<file path="src/rtl/imuldiv_muldiv_pkg.sv">
// Shared definitions for the mul/div front end: function codes, message
// widths and the result formatting rule applied to unit responses.
package imuldiv_muldiv_pkg;

  localparam int FN_W     = 3;
  localparam int DATA_W   = 32;
  localparam int RESULT_W = 64;

  // Function codes carried on the request stream; 5..7 are not defined.
  typedef enum logic [FN_W-1:0] {
    FN_MUL  = 3'd0,
    FN_DIV  = 3'd1,
    FN_DIVU = 3'd2,
    FN_REM  = 3'd3,
    FN_REMU = 3'd4
  } muldiv_fn_e;

  function automatic logic fn_is_mul(input logic [FN_W-1:0] fn);
    return fn == FN_MUL;
  endfunction

  function automatic logic fn_is_div(input logic [FN_W-1:0] fn);
    return (fn == FN_DIV) || (fn == FN_DIVU) || (fn == FN_REM) || (fn == FN_REMU);
  endfunction

  // Signed divide/remainder select the signed mode of the div unit.
  function automatic logic fn_is_signed_div(input logic [FN_W-1:0] fn);
    return (fn == FN_DIV) || (fn == FN_REM);
  endfunction

  // Shape a unit result for the response stream. The div unit returns
  // {rem, quot}; each half is extended to 64 bits according to fn.
  function automatic logic [RESULT_W-1:0] format_result(
    input logic [FN_W-1:0]     fn,
    input logic [RESULT_W-1:0] mul_result,
    input logic [RESULT_W-1:0] div_result
  );
    logic [DATA_W-1:0] quot;
    logic [DATA_W-1:0] rem;
    quot = div_result[DATA_W-1:0];
    rem  = div_result[RESULT_W-1:DATA_W];
    case (fn)
      FN_MUL:  return mul_result;
      FN_DIV:  return {{DATA_W{quot[DATA_W-1]}}, quot};
      FN_DIVU: return {{DATA_W{1'b0}}, quot};
      FN_REM:  return {{DATA_W{rem[DATA_W-1]}}, rem};
      FN_REMU: return {{DATA_W{1'b0}}, rem};
      default: return '0;
    endcase
  endfunction

endpackage

</file>
<file path="src/rtl/imuldiv_muldiv_tag_fifo.sv">
// In-order tag FIFO recording the fn of every accepted request so that
// responses can be returned in request order. DEPTH must be a power of two.
module imuldiv_muldiv_tag_fifo
  import imuldiv_muldiv_pkg::*;
#(
  parameter int DEPTH = 2,
  parameter int WIDTH = FN_W
) (
  input  logic             clk,
  input  logic             reset,
  input  logic             push,
  input  logic [WIDTH-1:0] push_data,
  input  logic             pop,
  output logic [WIDTH-1:0] head,
  output logic             full,
  output logic             empty
);

  localparam int PTR_W = (DEPTH > 1) ? $clog2(DEPTH) : 1;
  localparam int CNT_W = $clog2(DEPTH + 1);

  logic [WIDTH-1:0] mem [DEPTH];
  logic [PTR_W-1:0] wr_ptr;
  logic [PTR_W-1:0] rd_ptr;
  logic [CNT_W-1:0] count;
  logic             do_push;
  logic             do_pop;

  assign full    = (count == CNT_W'(DEPTH));
  assign empty   = (count == '0);
  assign do_push = push && !full;
  assign do_pop  = pop && !empty;
  assign head    = mem[rd_ptr];

  // Pointer and occupancy bookkeeping; pointers wrap naturally at DEPTH.
  always_ff @(posedge clk) begin
    // NOTE: state registers use non-blocking assignment so every flop samples
    // pre-edge values regardless of block ordering.
    if (reset) begin
      wr_ptr <= '0;
      rd_ptr <= '0;
      count  <= '0;
    end else begin
      if (do_push) wr_ptr <= wr_ptr + PTR_W'(1);
      if (do_pop)  rd_ptr <= rd_ptr + PTR_W'(1);
      case ({do_push, do_pop})
        2'b10:   count <= count + CNT_W'(1);
        2'b01:   count <= count - CNT_W'(1);
        default: count <= count;
      endcase
    end
  end

  // Tag storage write.
  always_ff @(posedge clk) begin
    // NOTE: the storage array is deliberately not reset; an entry is only
    // read after it has been written, and count gates every read.
    if (do_push) mem[wr_ptr] <= push_data;
  end

endmodule

</file>
<file path="src/rtl/imuldiv_muldiv_frontend.sv">
// Request dispatcher / response sequencer in front of the iterative mul and
// div units. Requests are steered to a unit in the cycle they arrive, their
// fn is queued, and responses are drained strictly in request order.
module imuldiv_muldiv_frontend
  import imuldiv_muldiv_pkg::*;
#(
  parameter int DEPTH = 2
) (
  input  logic                clk,
  input  logic                reset,

  input  logic [FN_W-1:0]     muldivreq_msg_fn,
  input  logic [DATA_W-1:0]   muldivreq_msg_a,
  input  logic [DATA_W-1:0]   muldivreq_msg_b,
  input  logic                muldivreq_val,
  output logic                muldivreq_rdy,

  output logic [DATA_W-1:0]   mulreq_msg_a,
  output logic [DATA_W-1:0]   mulreq_msg_b,
  output logic                mulreq_val,
  input  logic                mulreq_rdy,

  input  logic [RESULT_W-1:0] mulresp_msg_result,
  input  logic                mulresp_val,
  output logic                mulresp_rdy,

  output logic [DATA_W-1:0]   divreq_msg_a,
  output logic [DATA_W-1:0]   divreq_msg_b,
  output logic                divreq_msg_fn,
  output logic                divreq_val,
  input  logic                divreq_rdy,

  input  logic [RESULT_W-1:0] divresp_msg_result,
  input  logic                divresp_val,
  output logic                divresp_rdy,

  output logic [RESULT_W-1:0] muldivresp_msg_result,
  output logic                muldivresp_val,
  input  logic                muldivresp_rdy
);

  logic            full;
  logic            empty;
  logic [FN_W-1:0] head_fn;
  logic            push;
  logic            pop;
  logic            tgt_rdy;
  logic            head_is_mul;
  logic            head_is_div;

  // Operands go to both units unchanged; only the val strobes steer.
  assign mulreq_msg_a  = muldivreq_msg_a;
  assign mulreq_msg_b  = muldivreq_msg_b;
  assign divreq_msg_a  = muldivreq_msg_a;
  assign divreq_msg_b  = muldivreq_msg_b;
  assign divreq_msg_fn = fn_is_signed_div(muldivreq_msg_fn);

  assign push = muldivreq_val && muldivreq_rdy;
  assign pop  = muldivresp_val && muldivresp_rdy;

  // Issue: pick the target unit's ready, gate on FIFO space and reset.
  // Unit ready inputs never depend on our val, so this has no loop.
  always_comb begin
    // NOTE: every combinational output gets a default first so no path
    // leaves a signal unassigned, which would infer a latch.
    tgt_rdy    = 1'b1;
    mulreq_val = 1'b0;
    divreq_val = 1'b0;
    if (fn_is_mul(muldivreq_msg_fn))      tgt_rdy = mulreq_rdy;
    else if (fn_is_div(muldivreq_msg_fn)) tgt_rdy = divreq_rdy;
    muldivreq_rdy = !reset && !full && tgt_rdy;
    if (!reset && !full && muldivreq_val) begin
      mulreq_val = fn_is_mul(muldivreq_msg_fn);
      divreq_val = fn_is_div(muldivreq_msg_fn);
    end
  end

  // Response: only the unit matching the FIFO head may hand over a result;
  // an invalid-fn head completes on its own with a zero result.
  always_comb begin
    head_is_mul           = !empty && fn_is_mul(head_fn);
    head_is_div           = !empty && fn_is_div(head_fn);
    muldivresp_val        = 1'b0;
    mulresp_rdy           = 1'b0;
    divresp_rdy           = 1'b0;
    muldivresp_msg_result = format_result(head_fn, mulresp_msg_result, divresp_msg_result);
    if (!reset && !empty) begin
      if (head_is_mul)      muldivresp_val = mulresp_val;
      else if (head_is_div) muldivresp_val = divresp_val;
      else                  muldivresp_val = 1'b1;
      mulresp_rdy = head_is_mul && muldivresp_rdy;
      divresp_rdy = head_is_div && muldivresp_rdy;
    end
  end

  imuldiv_muldiv_tag_fifo #(
    .DEPTH (DEPTH),
    .WIDTH (FN_W)
  ) u_tag_fifo (
    .clk       (clk),
    .reset     (reset),
    .push      (push),
    .push_data (muldivreq_msg_fn),
    .pop       (pop),
    .head      (head_fn),
    .full      (full),
    .empty     (empty)
  );

endmodule
</file>
<file path="config.mk">
export PLATFORM = sky130hd
export DESIGN_NAME = imuldiv_muldiv_frontend
export DESIGN_NICKNAME = d
export VERILOG_FILES = /design/src/rtl/imuldiv_muldiv_pkg.sv /design/src/rtl/imuldiv_muldiv_tag_fifo.sv /design/src/rtl/imuldiv_muldiv_frontend.sv
export SDC_FILE = /design/constraint.sdc
export NUM_CORES = 1
export LEC_CHECK = 0
export BUFFER_PORTS_ARGS = -buffer_cell sky130_fd_sc_hd__buf_2
export CAP_MARGIN = 5
export CORE_AREA = 2 2 156 158
export DETAILED_ROUTE_END_ITERATION = 10
export DIE_AREA = 0 0 158 160
export PLACE_DENSITY = 0.48
export SLEW_MARGIN = 5
export SYNTH_ARGS = -nofsm -noshare
export SYNTH_HDL_FRONTEND = slang
export SYNTH_SLANG_ARGS = --single-unit
</file>
<file path="constraint.sdc">
create_clock -name clk -period 6.33 [get_ports clk]
set_input_delay 0.9495 -clock clk [delete_from_list [all_inputs] [get_ports clk]]
set_output_delay 0.9495 -clock clk [all_outputs]
set_load 0.005 [all_outputs]
</file>
### Yosys cells after proc, flatten, opt, wreduce, memory -nomap -nowiden

Memories as Yosys holds them, arrays and structs flattened. A register that Yosys moved wholly into a read port is not among the register bits.
Cells that the tools add are included.

| word-level totals | value |
|---|---|
| bits in latches | 0 |
| register bits | 4 |
| word-level logic and storage cells | 60 |
| memory bits (writable) | 6 |
| output and inout bits | 199 |
| ROM bits | 0 |
| memories kept | 1 |

Memory list:

| memory | words | width | read ports | clocked after Yosys merged registers in | write ports | RTL line | text |
|---|---|---|---|---|---|---|---|
| u_tag_fifo.mem | 2 | 3 | 1 | 1 | 1 | imuldiv_muldiv_tag_fifo.sv:22 | `logic [WIDTH-1:0] mem [DEPTH];` |

| cells by class | value |
|---|---|
| divide/modulo/power cells | 0 |
| reduce and logical (&&, ||, !) cells | 26 |
| shifts and indexed selects | 0 |
| bitwise gates (word level) | 0 |
| $lt $le $gt $ge | 0 |
| $add $sub $neg | 4 |
| mux-type cells | 15 |
| equality and inequality tests | 11 |
| multiply operators | 0 |

Operator list:

| kind | count |
|---|---|
| 64-bit case mux with 5 select lines | 1 |
| 1-bit two-way mux | 13 |
| 3-bit by 2-bit equality test with 1-bit output (second input constant) | 4 |
| 1-bit logical AND | 12 |
| 1-bit logical OR | 7 |
| 3-bit by 1-bit equality test with 1-bit output (second input constant) | 2 |
| 3-bit equality test (second input constant) | 2 |
| 3-bit logical NOT | 2 |
| 2-bit equality test (second input constant) | 2 |
| 2-bit case mux with 2 select lines | 1 |
| 1-bit logical NOT | 3 |
| 1-bit adder (second input constant) | 2 |
| 2-bit by 1-bit adder with 2-bit output (second input constant) | 1 |
| 2-bit by 1-bit equality test with 1-bit output (second input constant) | 1 |
| 2-bit logical NOT | 1 |
| 2-bit nonzero test | 1 |
| 2-bit by 1-bit subtractor with 2-bit output (second input constant) | 1 |

### Longest topological paths before layout

| depth | value |
|---|---|
| word-level depth | 12 |
| depth in mapped cells | 9 |

### By module

A second synthesis with hierarchy kept.

| second synthesis, totals | value |
|---|---|
| cells, all modules | 376 |
| area, all modules | 3159.3 µm² |

By module, submodules not included:

| module | instances | area an instance (µm²) | cells an instance | sequential area each (µm²) |
|---|---|---|---|---|
| imuldiv_muldiv_frontend | 1 | 2721.4 | 341 | 0.0 |
| imuldiv_muldiv_tag_fifo | 1 | 437.9 | 35 | 280.3 |

### Worst setup path before layout

Ideal clock, no wire load.

| path | value |
|---|---|
| kind | input to output |
| start point | input muldivreq_msg_fn[1] |
| end point | output muldivreq_rdy |
| data arrival time | 1792 ps |
| path buffers | 0 |
| setup slack | 3589 ps |
| cell stages on the path | 3 |
| required time | 5380 ps |
| cells stage by stage | or4b_2 > o31ai_1 > nor2_1 |

| between the ends | value |
|---|---|
| longest elaborated chain between the ends | 7 |
| elaborated cells between the ends (all ways) | 11 |
| classes of those cells | 4 x eq/ne; 2 x mux; 5 x reduce/logical |

RTL lines:

| item | RTL line | text |
|---|---|---|
| start, declared | imuldiv_muldiv_frontend.sv:12 | `input logic [FN_W-1:0] muldivreq_msg_fn,` |
| 3-bit by 1-bit equality test with 1-bit output or 3-bit by 2-bit equality test with 1-bit output (tied branches) | imuldiv_muldiv_pkg.sv:23 | `return (fn == FN_DIV) \|\| (fn == FN_DIVU) \|\| (fn == FN_REM) \|\| (fn == FN_REMU);` |
| 1-bit logical OR (3 in a row) | imuldiv_muldiv_pkg.sv:23 |  |
| 1-bit two-way mux | imuldiv_muldiv_frontend.sv:70 | `else if (fn_is_div(muldivreq_msg_fn)) tgt_rdy = divreq_rdy;` |
| 1-bit two-way mux * | imuldiv_muldiv_frontend.sv:69 | `if (fn_is_mul(muldivreq_msg_fn)) tgt_rdy = mulreq_rdy;` |
| 1-bit logical AND * | imuldiv_muldiv_frontend.sv:71 | `muldivreq_rdy = !reset && !full && tgt_rdy;` |
| end, declared | imuldiv_muldiv_frontend.sv:16 | `output logic muldivreq_rdy,` |

Mark *: on every way between the ends. The rest lies on a longest branch, timed or not.

==> results by group <==
Status
  • Status: completed

Timing
  • Final Max Slew Viols: 0
  • Slew headroom: roughly a quarter
  • Setup slack after layout: around 2700 ps
  • Worst clock skew: roughly 4.0 ps
  • Slew @ Worst Pin: approximately 1100 ps
  • Final setup viols: 0
  • Setup Total Neg Slack: 0 ps
  • Fmax: between 200 and 300 MHz
  • Clock period minus worst slack: 3590 ps
  • Final hold viol count: 0
  • Period utilisation layout: between 50% and 60%
  • RSZ-0062 raised after global routing: no

Floorplanning
  • Die H: 160 um
  • Die area: roughly 0.025 mm2
  • Initial core utilization: about a tenth
  • Die W: ~160 um
  • Core box area: 0.0238 mm2
  • Row cnt: between 50 and 60
  • # IOs: 402

Clock tree
  • Post-CTS Setup Inserts: 0
  • Clock buffer depth: 2
  • Clk_lat worst skew: roughly 230 ps
  • Root Buffer: clkbuf_16
  • Clock slew seen by the registers of the worst setup and hold paths: 40 ps
  • Hold-fix buffers, CTS: 0
  • CTS tree: done
  • CTS H-Tree Depth: 1
  • CTS Buf Count: 3
  • CTS sink cnt: 11
  • Post-CTS resize count: 0

Setup path
  • RR Endpoint: u_tag_fifo.count[1]$_SDFFE_PP0P_
  • Crit path kind: flip-flop to primary output
  • Startpoint types: flip-flop
  • Most used cell, CP: buf_4
  • Max stage delay cell, worst path: mux2i_1
  • Worst Path Arrival: ~2700 ps
  • Crit path capture type: primary output
  • CP Max Fanout: 33
  • Worst reg2reg path depth: 7
  • Slowest stage delay, CP: ~540 ps
  • R2r startpoint: u_tag_fifo.mem[1][2]$_DFFE_PP_
  • Worst endpoint required time: between 5000 and 6000 ps
  • Reg-to-reg slack, setup: approximately 3900 ps
  • Worst-path cell chain: mux2i_1 -> and2_1 -> buf_4 -> a21o_1 -> buf_4 -> o2bb2ai_1 -> buf_2

Final layout
  • Layout area overhead: 20.9%
  • N_diodes: 0
  • Share of cells above drive strength 1: between 50% and 60%
  • Fillers: 2786
  • Total Nets Final: approximately 590

Min path
  • Worst Hold Class: flip-flop to flip-flop
  • HP Start: u_tag_fifo.rd_ptr$_SDFFE_PP0P_
  • Hold EP: u_tag_fifo.rd_ptr$_SDFFE_PP0P_
  • Hold path cells: 1

Logic synthesis
  • Ys flop type: edfxtp_1
  • Synth top area share: just under 40%
  • Number of synthesized flops with an enable pin: 6
  • Post-synth cell types: 38
  • Post-synthesis register bit count: 11
  • Area contributors post-synth: buf_4 39%, o2bb2ai_1 11%, a21o_1 10%
  • Largest area contributor in the netlist: buf_4
  • Post-Syn Area: 0.00248 mm2
  • Ys async rst share: 0%
  • Syn_nets: about 520
  • Synth Area per Inst: ~8.0 um2
  • Syn Inst Count: 312
  • Seq/Total Area, Yosys: 11.3%
  • Ys Warns: 0

Global route
  • Overflow after GRT: 0
  • First-pass GRT wire length: 12.3 mm
  • Vias in the first global route: 2194
  • Initial antenna violation count: 0
  • Largest net degree at the start of global routing: 36
  • Gr usage total: 6.28%

Place
  • Port bufs: roughly 210
  • DP Wirelength: ~7.3 mm
  • RD Place Congestion: just under 0.7
  • Pre-CTS WS: a little under 3000 ps

Detailed routing
  • Wire per inst: between 10 and 15 um
  • Routed wire length: a little over 9 mm
  • Vias per inst: about 3.4
  • Met3 wire len: approximately 1.2 mm
  • Metal2 WL: approximately 4.0 mm
  • DRT met1 WL: around 3.7 mm
  • DR iter-0 viols: 114
  • Drt pass-1 iters: 4
  • Antenna viol nets, final: 0
  • DRC errors left: 0
  • Uppermost routed layer: met4
  • Routed vias: 2385

Run
  • Max_cap viols: 0

Power
  • Lkg Pwr: around 0.0016 uW
  • P per Cell Area: 135 mW/mm2
  • Worst VDD drop: roughly 0.15 mV
where the power goes:
group | switching (uW) | leakage (uW) | internal [uW]
logic | 103 | 0.00151 | 106
registers | 4.04 | 0.0000956 | 80.1
clock network | 27.5 | 0.0000382 | 84.2
total | 135 | 0.00164 | 270
critical path, delay by kind of cell (launching register included):
| family | cells | cell delay (ps) |
|---|---|---|
| compound gates | 2 | 360 |
| buf+inv | 3 | 850 |
| mux | 1 | 540 |
| simple gates | 1 | 200 |
| flops | 1 | 440 |
worst max-delay path by stage:
stage                   startpoint                        to  slack (ps)  cells after the start
6_report                 flip-flop  muldivresp_msg_result[0]        2740                      7
5_1_grt                  flip-flop  muldivresp_msg_result[7]        2520                      7
4_1_cts                  flip-flop  muldivresp_msg_result[0]        2690                      7
3_5_place_dp             flip-flop  muldivresp_msg_result[0]        2950                      7
3_3_place_gp             flip-flop  muldivresp_msg_result[0]        2970                      7
2_1_floorplan  muldivreq_msg_fn[1]             muldivreq_rdy        3590                      3
Yosys cell counts, drive strengths merged, types with 2 or more instances:
| library cell | number |
|---|---|
| buf | 142 |
| a21o | 33 |
| a22oi | 32 |
| o2bb2ai | 32 |
| nor2 | 7 |
| clkbuf | 6 |
| edfxtp | 6 |
| dfxtp | 5 |
| inv | 5 |
| mux2i | 5 |
| a21oi | 3 |
| nand2 | 3 |
| o211ai | 3 |
| o21ai | 3 |
| xor2 | 3 |
| and2 | 2 |
| nor3 | 2 |
| nor3b | 2 |
| o21a | 2 |
| or4b | 2 |
state kept, by name, summed over array words and instances (netlist names), named ones only:
name and cells:
u_tag_fifo.rd_ptr 1, u_tag_fifo.wr_ptr 1, u_tag_fifo.count 2, u_tag_fifo.mem 6
logic make-up (layout without fill, tap and decap cells):
family	after synthesis	count (layout)	synth area share, %
buffers and inverters	153	222	43.2
AND/OR/NAND/NOR	26	26	6.35
XOR/XNOR	4	4	1.41
flip-flops	11	11	11.3
AO/OA/AOI/OAI	111	111	34.8
multiplexers	6	6	2.47
adder cells (fa/ha/maj)	1	1	0.504
cells in the final DEF (no fill, tap or decap), types with 4 or more instances in the layout:
master	instances
buf_2	209
a22oi_1	32
o2bb2ai_1	32
mux2i_1	5
edfxtp_1	6
inv_1	5
buf_4	4
nor2_1	7
a21o_1	33
dfxtp_1	5
stage by stage:
step / power, uW / std cells / cell area [um2] / utilization (%) / hold WS, ps
after floorplan: 253 / 312 / 2480 / - / 433
after global placement: 296 / 701 / 2920 / 12.3 / 447
after detailed placement: 296 / 701 / 2920 / 12.3 / 458
after CTS: 409 / 705 / 3000 / 12.6 / 464
after global routing: 433 / 705 / 3000 / 12.6 / 488
final: 405 / 705 / 3000 / 12.6 / 460
cell type report:
type,count,area [um2],share of cell area [%]
Multi-Input combinational cell,148,1140,38.1
Sequential cell,11,280,9.33
Clock buffer,4,78.8,2.62
Tap cell,324,405,13.5
Timing Repair Buffer,213,1080,35.8
Inverter,5,18.8,0.625
metal layers:
metal,global-route usage [%],vias up
li1,-,1140
met3,3.07,15
met2,9.82,179
met5,0,-
met4,1.47,0
met1,7.74,1051
No activity file was read; power rests on OpenSTA's default activity.
